File: config.mk
export PLATFORM = sky130hd
export DESIGN_NAME = rotor_step_controller
export DESIGN_NICKNAME = d
export VERILOG_FILES = /design/src/rtl/rotor_step_controller.sv
export SDC_FILE = /design/constraint.sdc
export NUM_CORES = 1
export LEC_CHECK = 0
export CORE_MARGIN = 4
export CORE_UTILIZATION = 52
export CTS_CLUSTER_DIAMETER = 150
export DETAILED_ROUTE_END_ITERATION = 10
export GPL_TIMING_DRIVEN = 0
export HOLD_SLACK_MARGIN = 0.08
export PLACE_DENSITY_LB_ADDON = 0.3
export SLEW_MARGIN = 20
export SYNTH_ARGS = -nofsm -noshare
export SYNTH_HDL_FRONTEND = slang
export SYNTH_SLANG_ARGS = --single-unit
File: constraint.sdc
create_clock -name clk -period 2.6 [get_ports clk]
set_input_delay 0.52 -clock clk [delete_from_list [all_inputs] [get_ports clk]]
set_output_delay 0.52 -clock clk [all_outputs]
set_load 0.02 [all_outputs]
File: src/rtl/rotor_step_controller.sv
// rotor_step_controller: three-rotor Enigma stepping sequencer with programmable notches
// and middle-rotor double-step; one step per accepted keypress.
module rotor_step_controller #(
    parameter int WIDTH       = 5,
    parameter int MODULUS     = 26,
    parameter int NOTCH_R_DEF = 21,
    parameter int NOTCH_M_DEF = 4
) (
    input  logic             clk,
    input  logic             rst_n,
    input  logic             key_valid,
    input  logic             load,
    input  logic [WIDTH-1:0] load_pos_l,
    input  logic [WIDTH-1:0] load_pos_m,
    input  logic [WIDTH-1:0] load_pos_r,
    input  logic [WIDTH-1:0] load_notch_m,
    input  logic [WIDTH-1:0] load_notch_r,
    output logic [WIDTH-1:0] pos_l,
    output logic [WIDTH-1:0] pos_m,
    output logic [WIDTH-1:0] pos_r,
    output logic             ready,
    output logic             step_done,
    output logic             load_err
);
    typedef enum logic [1:0] {IDLE, CHECK, STEP, DONE} state_t;

    localparam logic [WIDTH-1:0] LAST = WIDTH'(MODULUS - 1);
    localparam logic [WIDTH-1:0] ONE  = WIDTH'(1);
    localparam logic [WIDTH:0]   MOD  = (WIDTH+1)'(MODULUS);

    state_t           state, state_nxt;
    logic [WIDTH-1:0] notch_m, notch_r;
    logic             step_m, step_l;
    logic             load_ok, do_load, bad_load;

    function automatic logic [WIDTH-1:0] inc(input logic [WIDTH-1:0] x);
        return (x == LAST) ? '0 : x + ONE;
    endfunction

    function automatic logic in_range(input logic [WIDTH-1:0] x);
        return {1'b0, x} < MOD;
    endfunction

    always_comb begin
        load_ok   = in_range(load_pos_l) & in_range(load_pos_m) & in_range(load_pos_r)
                  & in_range(load_notch_m) & in_range(load_notch_r);
        do_load   = (state == IDLE) & load & load_ok;
        bad_load  = (state == IDLE) & load & ~load_ok;
        // LOAD has priority over a same-cycle key, which is dropped
        state_nxt = (state == IDLE)  ? ((key_valid & ~load) ? CHECK : IDLE) :
                    (state == CHECK) ? STEP :
                    (state == STEP)  ? DONE : IDLE;
    end

    assign ready = (state == IDLE);

    always_ff @(posedge clk or negedge rst_n) begin
        if (!rst_n) begin
            state     <= IDLE;
            pos_l     <= '0;
            pos_m     <= '0;
            pos_r     <= '0;
            notch_m   <= WIDTH'(NOTCH_M_DEF);
            notch_r   <= WIDTH'(NOTCH_R_DEF);
            step_m    <= 1'b0;
            step_l    <= 1'b0;
            step_done <= 1'b0;
            load_err  <= 1'b0;
        end else begin
            state     <= state_nxt;
            step_done <= (state == DONE);
            load_err  <= bad_load;
            if (do_load) begin
                pos_l   <= load_pos_l;
                pos_m   <= load_pos_m;
                pos_r   <= load_pos_r;
                notch_m <= load_notch_m;
                notch_r <= load_notch_r;
            end
            // middle on its own notch steps again and drags the left rotor (double step)
            if (state == CHECK) begin
                step_m <= (pos_r == notch_r) | (pos_m == notch_m);
                step_l <= (pos_m == notch_m);
            end
            if (state == STEP) begin
                pos_r <= inc(pos_r);
                pos_m <= step_m ? inc(pos_m) : pos_m;
                pos_l <= step_l ? inc(pos_l) : pos_l;
            end
        end
    end
endmodule

==> impl_metrics.json, run 1 <==
{
  "n_antenna_cell": 0,
  "core_um2": 3360,
  "status": "completed",
  "mostFrequentLayoutCells": "clkdlybuf4s50_1, dfrtp_1, mux2i_1",
  "slew_viol_final": 0,
  "synthesis.instances": 167,
  "powerDensity_nw_per_um2": 1140,
  "synth_top_flop_cell": "dfrtp_1",
  "worst-path-buf-inv": 2,
  "drcViolationCount": 0,
  "cp-end-kind": "output pin",
  "vias_per_cell": 5.58,
  "worstPathMaxFanout": 5,
  "clk_pin_slew_ns": 0.11,
  "vias": 1491,
  "wl_met2_um": 2150,
  "numCtsBuffers": 5,
  "grt_pass1_wl_um": 6980,
  "grt_antenna_before_repair": 0,
  "grt_pass1_vias": 1557,
  "grt_usage_pct": 20.9,
  "syn-num-nets": 207,
  "p_leak_nw": 0.983,
  "cts_resized": 0,
  "hold_path_class": "in -> async",
  "portBuffers": 46,
  "max_freq_ghz": 0.447,
  "root_buffer": "clkbuf_4",
  "critPathArrivalTime_ns": 1.72,
  "postCtsSetupRepairBufs": 0,
  "worst_pin_slew_ns": 0.684,
  "setup_tns_ns": 0,
  "fin_cells": 267,
  "met1Wirelength_um": 1740,
  "crit_chain": "inv_1, ha_1, clkdlybuf4s50_1",
  "period_needed_ns": 2.24,
  "first_pass_iters": 4,
  "drive_gt1_share_pct": 13.1,
  "nets": 260,
  "wirelength_um": 4220,
  "drtAntennaViolNets": 0,
  "dr_wl_met3_um": 257,
  "clk_latency_ns": 0.34,
  "grt_max_degree": 32,
  "rows": 21,
  "yosysUniqueCellTypes": 37,
  "critPathSlowestCell": "clkdlybuf4s50_1",
  "dp_cells": 259,
  "gr-total-overflow": 0,
  "hold_violations": 0,
  "required_ns": 2.08,
  "crit_family": "buffers and inverters",
  "syn_to_final_growth_pct": 32.0,
  "async_flop_share_pct": 100,
  "yosys_warnings": 0,
  "yosysSeqAreaShare_pct": 42.9,
  "drt-initial-drc-count": 74,
  "syn_area_um2": 1820,
  "final_common_cell": "clkdlybuf4s50_1",
  "skew_ns": 0.0137,
  "synth_seq_cells": 31,
  "wl_per_cell_um": 15.8,
  "rsz0062_at_grt": "false",
  "routed.top_layer": "met4",
  "start_kind": "flop",
  "fin_crit_sh_pct": 86.0,
  "ctsHoldBuffers": 0,
  "finalWeightedCongestion": 0.851,
  "cts_tree": "built",
  "relSlewSlack_pct": 54.4,
  "setup_viol": 0,
  "post-dp-hpwl_um": 3260,
  "die_w_um": 67.2,
  "post-route-util_pct": 71.4,
  "ir_drop_mv": 0.702,
  "critPathMaxStageDelay_ns": 0.63,
  "crit_type": "reg -> out",
  "syn_area_per_cell_um2": 10.9,
  "fp.dieArea_um2": 4510,
  "start_util_pct": 54.1,
  "cts.htree.levels": 2,
  "drv_cap": 0,
  "fp.dieH_um": 67.2,
  "cts_buffer_depth": 2,
  "io_pins": 47,
  "clock-sinks": 31,
  "synth_edf_count": 0
}
## worst paths after layout
check,slack [ns],cells after the start,to,start
worst max-delay path,0.36,3,ready,state[0]
worst min-delay path,0.21,1,step_l,rst_n
worst max register to register,0.54,7,pos_l[1],state[0]
worst min register to register,0.54,1,notch_m[3],notch_m[3]
max in group asynchronous,1.94,1,pos_m[1],rst_n
min in group clk,0.54,1,notch_m[3],notch_m[3]
## cell families after synthesis
family / synth area share (%)
simple gates: 11.4
compound gates: 13.2
flops: 42.9
mux: 13.4
xor+xnor: 8.18
buf+inv: 3.30
fa+ha+maj: 7.57
## cell usage after synthesis (6+ instances only)
master	n	area, µm²
nand3_1	9	45.0
ha_1	11	138
mux2_2	11	124
mux2i_1	12	120
dfrtp_1	27	676
xor2_1	11	96.3
o21ai_0	6	30.0
nor2_1	6	22.5
o22ai_1	6	37.5
nand2_1	11	41.3
inv_1	9	33.8
xnor2_1	6	52.6
## registers in the layout (all words and copies together) (netlist names)
name / count
step_m: 1
pos_l: 5
notch_r: 5
step_l: 1
pos_r: 5
state: 2
notch_m: 5
load_err: 1
pos_m: 5
step_done: 1
## routing by layer
layer	track usage, %	vias to the layer above
met2	36.4	48
li1	-	718
met3	5.82	9
met5	0	-
met4	7.59	0
met1	24.5	716
## metrics by stage
| step | hold slack (ns) | power (mW) | area (µm²) | worst slack [ns] |
|---|---|---|---|---|
| finish | 0.210 | 2.73 | 2400 | 0.365 |
| global route | 0.254 | 2.95 | 2400 | 0.215 |
| CTS | 0.238 | 2.75 | 2400 | 0.342 |
| detailed placement | 0.525 | 2.42 | 2330 | 0.0299 |
| global placement | 0.511 | 2.34 | 2340 | 0.0443 |
| floorplan | 0.224 | 1.88 | 1820 | 0.652 |
## power breakdown
group / leakage, nW / internal [mW] / total [mW] / switching (mW)
registers: 0.374 / 0.732 / 1.02 / 0.285
clock network: 0.0386 / 0.159 / 0.328 / 0.169
logic: 0.570 / 0.693 / 1.38 / 0.692
total: 0.983 / 1.58 / 2.73 / 1.15
## layout make-up
| class | instances | area, µm² |
|---|---|---|
| Multi-Input combinational cell | 123 | 978 |
| Buffer | 4 | 26.3 |
| Timing Repair Buffer | 46 | 455 |
| Clock buffer | 8 | 68.8 |
| Fill cell | 296 | 962 |
| Inverter | 9 | 33.8 |
| Tap cell | 46 | 57.6 |
| Sequential cell | 31 | 781 |
## worst register-to-register path: stages, from the launching register on
cell and delay [ns]:
dfrtp_1 0.42, inv_1 0.11, ha_1 0.23, and2_1 0.17
nand4_1 0.14, nor2_1 0.39, a21oi_1 0.12, a221o_1 0.37
(Power assumes the default switching activity.)
==> run 2: changes to the inputs <==
--- a/config.mk
+++ b/config.mk
@@ -12,6 +12,7 @@
 export GPL_TIMING_DRIVEN = 0
 export HOLD_SLACK_MARGIN = 0.08
 export PLACE_DENSITY_LB_ADDON = 0.3
+export RECOVER_POWER = 25
 export SLEW_MARGIN = 20
 export SYNTH_ARGS = -nofsm -noshare
 export SYNTH_HDL_FRONTEND = slang
==> run 2 against run 1 <==
The flow now finishes with violations (capacitance limit, slew limit). Power about the same. Highest routed layer unchanged. Clock power hardly changed. Worst hold slack better by 0.33 ns. Largest power group unchanged. Wire length barely moved. Global-route usage did not move. Sequential power about the same.
==> impl_metrics.json, run 2 (synthesis results as in run 1) <==
{
  "powerDensity_nw_per_um2": 1140,
  "r2r-start": "state[0]",
  "post-route-util_pct": 71.4,
  "hold_path_class": "reg -> reg",
  "relSlewSlack_pct": -9.30,
  "ctsHoldBuffers": 0,
  "cts_buffer_depth": 2,
  "p_clk_share_pct": 12.0,
  "postCtsSetupRepairBufs": 0,
  "start_kind": "flop",
  "drcViolationCount": 0,
  "p_switching_mw": 1.15,
  "drtAntennaViolNets": 0,
  "r2r-end": "pos_l[1]",
  "cts_resized": 0,
  "cp-endpoint": "ready",
  "max_freq_ghz": 0.447,
  "syn_to_final_growth_pct": 31.9,
  "n_antenna_cell": 0,
  "grt_pass1_vias": 1557,
  "numCtsBuffers": 5,
  "hold_violations": 0,
  "first_pass_iters": 4,
  "vias_per_cell": 5.58,
  "p_seq_share_pct": 37.3,
  "drt-initial-drc-count": 74,
  "p_int_mw": 1.58,
  "status": "complete, but fails checks",
  "worstPathMaxFanout": 5,
  "crit_type": "reg -> out",
  "setup_tns_ns": 0,
  "switching_share_pct": 42.0,
  "period_needed_ns": 2.24,
  "post-dp-hpwl_um": 3260,
  "fp.dieArea_um2": 4510,
  "drv_cap": 1,
  "design_area_um2": 2400,
  "io_pins": 47,
  "wirelength_um": 4220,
  "die_w_um": 67.2,
  "root_buffer": "clkbuf_4",
  "slew_viol_final": 32,
  "fp.dieH_um": 67.2,
  "grt_pass1_wl_um": 6980,
  "final_common_cell": "clkdlybuf4s50_1",
  "critPathArrivalTime_ns": 1.72,
  "fin_crit_sh_pct": 86.0,
  "skew_ns": 0.0137,
  "nets": 260,
  "vias": 1490,
  "critPathLaunch": "state[0]",
  "grt_max_degree": 32,
  "setup_viol": 0,
  "rsz0062_at_grt": "false",
  "p_leak_nw": 0.980,
  "wl_per_cell_um": 15.8,
  "required_ns": 2.08,
  "mostFrequentLayoutCells": "clkdlybuf4s50_1, dfrtp_1, mux2i_1",
  "cts.htree.levels": 2,
  "worst_pin_slew_ns": 1.64,
  "r2r_setup_slack_ns": 0.54,
  "finalWeightedCongestion": 0.851,
  "reg2regPathDepth": 7,
  "grt_usage_pct": 20.9,
  "portBuffers": 46,
  "combPwrFrac_pct": 50.7,
  "clock-sinks": 31,
  "clk_pin_slew_ns": 0.10,
  "fin_total_pwr_mw": 2.73,
  "clk_latency_ns": 0.34,
  "placed_cell_area_um2": 2330,
  "cts_tree": "built",
  "start_util_pct": 54.1,
  "violations": "capacitance limit, slew limit",
  "core_um2": 3360,
  "drive_gt1_share_pct": 12.7,
  "rows": 21,
  "grt_antenna_before_repair": 0,
  "ir_drop_mv": 0.702,
  "cp-end-kind": "output pin",
  "gr-total-overflow": 0
}
## run 2: worst min path at each step
stage | start | endpoint | slack [ns] | cells after the start
after floorplan | rst_n | load_err | 0.22 | 0
after global placement | notch_m[4] | notch_m[4] | 0.51 | 1
after detailed placement | notch_r[3] | notch_r[3] | 0.53 | 1
after CTS | rst_n | pos_l[4] | 0.24 | 1
after global routing | notch_r[3] | notch_r[3] | 0.56 | 1
final | notch_m[3] | notch_m[3] | 0.54 | 1
## run 2: cell type report
type,count,area (µm²)
well taps,46,57.6
multi-input cells,123,978
plain buffers,4,26.3
repair buffers,46,454
inverters,9,33.8
clock buffers,8,68.8
fillers,295,963
flip-flops and latches,31,781
## run 2: power by group through the flow
stage          sequential, mW  combinational, mW  clock (mW)
6_report                 1.02               1.38       0.328
5_1_grt                  1.06               1.53       0.361
4_1_cts                  1.02               1.40       0.331
3_5_place_dp             1.03               1.39           0
3_3_place_gp             1.00               1.34           0
2_1_floorplan            1.09              0.787           0
## run 2: per-stage QoR
stage / instances / hold WS, ns / setup WS, ns
after detailed placement: 259 / 0.525 / 0.0299
after floorplan: 167 / 0.224 / 0.652
after CTS: 267 / 0.238 / 0.342
final: 267 / 0.539 / 0.365
after global placement: 259 / 0.511 / 0.0443
after global routing: 267 / 0.561 / 0.215
## run 2: critical path, cell delays in order, from the launching register on
cell	delay, ns
dfrtp_1	0.42
inv_1	0.11
ha_1	0.23
clkdlybuf4s50_1	0.63
## run 2: metal layers
metal  track usage, %  share of wire, %  vias up
met5                0                 0        -
met4             7.59               1.9        0
met3             5.82               6.1        9
met2             36.4                51       48
met1             24.5                41      715
li1                 -                 -      718
